`src/rtl/mem_port_arbiter.sv`:
```
// Single-port memory arbiter: three read ports and one write port share one memory,
// with round-robin selection and a bounded hold of consecutive grants per requester.
module mem_port_arbiter #(
    parameter int AXI_WIDTH      = 128,
    parameter int AXI_ADDR_WIDTH = 32,
    parameter int MAX_HOLD       = 4
) (
    input  logic                          clk,
    input  logic                          rstn,
    input  logic [2:0]                    rd_req_valid,
    output logic [2:0]                    rd_req_ready,
    input  logic [3*AXI_ADDR_WIDTH-1:0]   rd_req_addr,
    output logic [2:0]                    rd_resp_valid,
    output logic [AXI_WIDTH-1:0]          rd_resp_data,
    input  logic                          wr_req_valid,
    output logic                          wr_req_ready,
    input  logic [AXI_ADDR_WIDTH-1:0]     wr_addr,
    input  logic [AXI_WIDTH-1:0]          wr_data,
    input  logic [AXI_WIDTH/8-1:0]        wr_strb,
    output logic                          mem_en,
    output logic                          mem_we,
    output logic [AXI_ADDR_WIDTH-1:0]     mem_addr,
    output logic [AXI_WIDTH-1:0]          mem_wdata,
    output logic [AXI_WIDTH/8-1:0]        mem_wstrb,
    input  logic [AXI_WIDTH-1:0]          mem_rdata
);

    localparam int CW = $clog2(MAX_HOLD + 1);
    localparam logic [CW-1:0] HOLD_MAX = CW'(MAX_HOLD);

    typedef enum logic {IDLE, HOLD} state_t;

    state_t              state_reg, state_next;
    logic [1:0]          rr_ptr_reg, rr_ptr_next;
    logic [1:0]          owner_reg, owner_next;
    logic [CW-1:0]       hold_cnt_reg, hold_cnt_next;
    logic [CW-1:0]       hold_cnt_inc;
    logic                armed_reg;
    logic [2:0]          resp_valid_reg;

    logic [3:0]          req;
    logic [3:0]          beat;
    logic                arb_en;
    logic                keep;
    logic                grant_any;
    logic [1:0]          grant_id;
    logic [1:0]          scan_base;
    logic [1:0]          cand;
    logic [AXI_ADDR_WIDTH-1:0] rd_addr [3];

    genvar gi;
    generate
        for (gi = 0; gi < 3; gi++) begin : g_rd_port
            assign rd_addr[gi]      = rd_req_addr[gi*AXI_ADDR_WIDTH +: AXI_ADDR_WIDTH];
            assign rd_req_ready[gi] = beat[gi];
        end
    endgenerate

    assign req          = {wr_req_valid, rd_req_valid};
    // No grants during reset nor in the first cycle after it is released.
    assign arb_en       = rstn & armed_reg;
    assign hold_cnt_inc = hold_cnt_reg + CW'(1);

    always_comb begin
        state_next    = state_reg;
        rr_ptr_next   = rr_ptr_reg;
        owner_next    = owner_reg;
        hold_cnt_next = hold_cnt_reg;
        beat          = '0;
        grant_any     = 1'b0;
        grant_id      = owner_reg;
        cand          = '0;
        keep          = (state_reg == HOLD) && req[owner_reg] && (hold_cnt_reg < HOLD_MAX);
        // A releasing owner re-arbitrates from its successor in the same cycle.
        scan_base     = (state_reg == HOLD) ? owner_reg + 2'd1 : rr_ptr_reg;

        if (keep) begin
            grant_any = 1'b1;
        end else begin
            for (int k = 3; k >= 0; k--) begin
                cand = scan_base + 2'(k);
                if (req[cand]) begin
                    grant_any = 1'b1;
                    grant_id  = cand;
                end
            end
        end

        if ((state_reg == HOLD) && !keep) begin
            state_next    = IDLE;
            rr_ptr_next   = owner_reg + 2'd1;
            hold_cnt_next = '0;
        end

        if (arb_en && grant_any) begin
            beat[grant_id] = 1'b1;
            if (keep) begin
                hold_cnt_next = hold_cnt_inc;
                if (hold_cnt_inc == HOLD_MAX) begin
                    state_next  = IDLE;
                    rr_ptr_next = owner_reg + 2'd1;
                end
            end else begin
                owner_next    = grant_id;
                hold_cnt_next = CW'(1);
                if (MAX_HOLD > 1) begin
                    state_next = HOLD;
                end else begin
                    state_next  = IDLE;
                    rr_ptr_next = grant_id + 2'd1;
                end
            end
        end
    end

    always_comb begin
        mem_addr = wr_addr;
        case (grant_id)
            2'd0:    mem_addr = rd_addr[0];
            2'd1:    mem_addr = rd_addr[1];
            2'd2:    mem_addr = rd_addr[2];
            default: mem_addr = wr_addr;
        endcase
    end

    assign wr_req_ready  = beat[3];
    assign mem_en        = |beat;
    assign mem_we        = beat[3];
    assign mem_wdata     = wr_data;
    assign mem_wstrb     = beat[3] ? wr_strb : '0;
    assign rd_resp_valid = resp_valid_reg & {3{rstn}};
    assign rd_resp_data  = mem_rdata;

    always_ff @(posedge clk) begin
        if (!rstn) begin
            state_reg      <= IDLE;
            rr_ptr_reg     <= '0;
            owner_reg      <= '0;
            hold_cnt_reg   <= '0;
            armed_reg      <= 1'b0;
            resp_valid_reg <= '0;
        end else begin
            state_reg      <= state_next;
            rr_ptr_reg     <= rr_ptr_next;
            owner_reg      <= owner_next;
            hold_cnt_reg   <= hold_cnt_next;
            armed_reg      <= 1'b1;
            resp_valid_reg <= beat[2:0];
        end
    end

endmodule

```
`config.mk`:
```
export PLATFORM = sky130hd
export DESIGN_NAME = mem_port_arbiter
export DESIGN_NICKNAME = d
export VERILOG_FILES = /design/src/rtl/mem_port_arbiter.sv
export SDC_FILE = /design/constraint.sdc
export NUM_CORES = 1
export LEC_CHECK = 0
export CAP_MARGIN = 20
export CELL_PAD_IN_SITES_DETAIL_PLACEMENT = 0
export CELL_PAD_IN_SITES_GLOBAL_PLACEMENT = 2
export CORE_AREA = 2 2 277 279
export DETAILED_ROUTE_END_ITERATION = 6
export DIE_AREA = 0 0 279 281
export PLACE_DENSITY_LB_ADDON = 0.15
export SLEW_MARGIN = 30
export SYNTH_ARGS = -nofsm -noshare
export SYNTH_HDL_FRONTEND = slang
export SYNTH_SLANG_ARGS = --single-unit
```
`constraint.sdc`:
```
create_clock -name clk -period 2.93 [get_ports clk]
set_input_delay 0.586 -clock clk [delete_from_list [all_inputs] [get_ports clk]]
set_output_delay 0.586 -clock clk [all_outputs]
set_load 0.02 [all_outputs]
```
==> run metrics <==
run status finished, violations left; failing checks setup timing; Worst slew margin 79.7%; antenna violations before repair 1; register bit count reported by yosys 12; power density over cell area 375 nW/um^2; Pre-antenna DRT Iters 7; Worst setup SP type input port; Area after DPL 5840 um^2; Final WS setup -0.334 ns; global-route wire length before repair 28600 um; synthesized area 3900 um^2; worst path arrival time 2.68 ns; power share of the clock group 10.6%; placed cell count 1455; Comb power frac 82.5%; Routed Antenna Nets 0; register area share after synthesis 6.15%; Setup violations, final 53; Final Instance Area 7320 um^2; vias in the first global route 3776; DRC Markers 0; Synth top area share 50.4%; Worst-Margin Slew 0.304 ns; min Tclk post-route 3.26 ns; final hold violation count 0; Via density 2.21; final setup TNS -12.15 ns; metal1 wirelength 6370 um; top cell type by total area after synthesis buf_4; Distinct cells, synth 38; IO buf count 206; worst endpoint required time 2.34 ns; clk slew on worst S/H paths 0.05 ns; switching part of the total 36.9%; top layer in use met5; met2 wire length 10300 um; Die Area 78400 um^2; P_leak 2.70 nW; GP Congestion 0.606; hold crit path type reg2reg; largest net degree at the start of global routing 14; Starting Density 5.18%; CTS buffer count 3; Rows 101; Hold Slack 0.498 ns; gr usage total 5.22%; syn_nets 899; fill count 8681; Clock Latency Late Sink 0.25 ns; maximum vdd drop 0.000137 V; H-tree lvl count 1; metal3 WL 3400 um; Layout Cells excl Fill 1517; max-slew violations 0; Root Buffer clkbuf_16; grt ovf 0; CTS Sinks 12; cell-internal power 1.73 mW; core box area 75400 um^2; share of layout cells above drive strength 1 52.3%; skew final 0.00391 ns; WL final 21300 um; critical path type in2out; RSZ-0062 raised after global routing true; via count 3358; Mapped Cells 491; CP max FO 6; ratio of final minimum period to clock period 111%; routed len/inst 14.0 um; Psw 1.02 mW; fmax 306 MHz; Seq pwr share 6.8%; Synth Warn # 0; Die Wd 279 um; post-placement setup slack -1.13 ns; max-cap violations 0; CTS tree yes; I/O Pins 719; Max Root-Sink Buffers 2; Post-DP HPWL 17300 um; Iter 0 DRT Violations 44; Area growth, synth to finish 87.5%; Synth area leaders buf_4 50%, mux2i_1 25%, dfxtp_1 6.2%; Die H 281 um; syn_area_per_cell 7.95 um^2; number of nets in the layout 948; crit end category primary output; Diodes inserted 0
[power groups by stage]
stage          Combinational [mW]  Sequential [mW]  Clock [mW]
2_1_floorplan                1.31            0.183           0
3_3_place_gp                 1.68            0.191           0
3_5_place_dp                 1.65            0.190           0
4_1_cts                      2.15            0.189       0.309
5_1_grt                      2.41            0.190       0.313
6_report                     2.27            0.188       0.293
[critical path, cell delays in order]
cell and delay (ns):
buf_8 0.09, buf_6 0.11, o21ba_4 0.21, a21o_1 0.18, a221oi_4 0.30, o21ai_4 0.11
buf_12 0.14, buf_16 0.15, buf_12 0.14, buf_8 0.12, mux2i_4 0.18, mux2i_2 0.16
buf_4 0.17
[cell type report]
| type | instances | area [um^2] | area share (%) |
|---|---|---|---|
| Sequential cell | 12 | 251 | 3.43 |
| Timing Repair Buffer | 320 | 3490 | 47.7 |
| Clock buffer | 4 | 88.8 | 1.21 |
| Multi-Input combinational cell | 198 | 2250 | 30.7 |
| Tap cell | 978 | 1220 | 16.7 |
| Inverter | 5 | 18.8 | 0.256 |
[worst paths after layout]
| path | start | end | slack (ns) | cells past startpoint |
|---|---|---|---|---|
| worst max-delay path | rd_req_valid[2] | mem_addr[31] | -0.33 | 13 |
| worst min register to register | hold_cnt_reg[1]$_SDFFE_PN0P_ | hold_cnt_reg[1]$_SDFFE_PN0P_ | 0.50 | 2 |
| worst min-delay path | hold_cnt_reg[1]$_SDFFE_PN0P_ | hold_cnt_reg[1]$_SDFFE_PN0P_ | 0.50 | 2 |
| worst max register to register | owner_reg[1]$_SDFFE_PN0P_ | resp_valid_reg[1]$_SDFF_PN0_ | 0.69 | 14 |
[synthesized netlist by cell type (all sizes together)]
cell type and number:
o311ai 1, a22o 1, buf 275, and3 3, xnor2 1, and2 19, ha 2, nand3 5
or2 2, inv 5, nor3b 2, a31oi 2, nand2 10, a21oi 8, dfxtp 12, nand3b 1
o21ai 7, o22ai 1, a211oi 4, a221oi 1, clkbuf 1, mux2i 98, o211ai 1, nor3 3
nand2b 7, o32ai 1, nor2b 1, a32oi 1, a21o 1, o21ba 1, nor2 14
[per-stage QoR]
step / utilization [%] / total power [mW]
2_1_floorplan: - / 1.49
4_1_cts: 9.24 / 2.65
3_5_place_dp: 7.74 / 1.84
6_report: 9.71 / 2.75
5_1_grt: 9.71 / 2.92
3_3_place_gp: 7.74 / 1.87
[kinds of logic after synthesis]
group | Yosys count | share of synthesized area, %
multiplexers | 98 | 25.1
XOR/XNOR | 1 | 0.417
flip-flops | 12 | 6.15
adder cells (fa/ha/maj) | 2 | 0.641
buffers and inverters | 281 | 52.8
AO/OA/AOI/OAI | 30 | 5.58
AND/OR/NAND/NOR | 67 | 9.32
[what timing repair did]
action	CTS	global route
hold buffers	0	0
gates cloned	7	2
resized for setup	409	52
pin swaps	20	13
setup endpoints to repair	54	54
setup buffers	36	24
[placed cells by master, fill, tap and decap left out, types with 2 or more instances in the layout]
cell	instances
clkdlybuf4s50_1	148
buf_4	82
buf_6	43
mux2i_1	38
mux2i_2	37
mux2i_4	23
buf_12	23
and2_4	16
buf_8	13
nor2_1	12
dfxtp_1	9
nand2_1	8
buf_16	7
a21oi_1	6
nand3_1	5
clkbuf_16	5
nand2b_4	4
inv_1	3
nand2b_1	3
o21ai_1	3
and2_1	3
a211oi_1	3
dfxtp_4	3
a21oi_4	2
nor3_1	2
or2_4	2
o21ai_4	2
inv_2	2
and3_1	2
nand2_4	2
a31oi_1	2
ha_1	2
buf_2	2
[routing by layer]
metal  up-vias  track usage, %
li1       1456               -
met1      1480            4.44
met2       317            8.79
met3       103            3.77
met4         2            3.24
met5         -               0
Power figures use the tool's default switching activity.
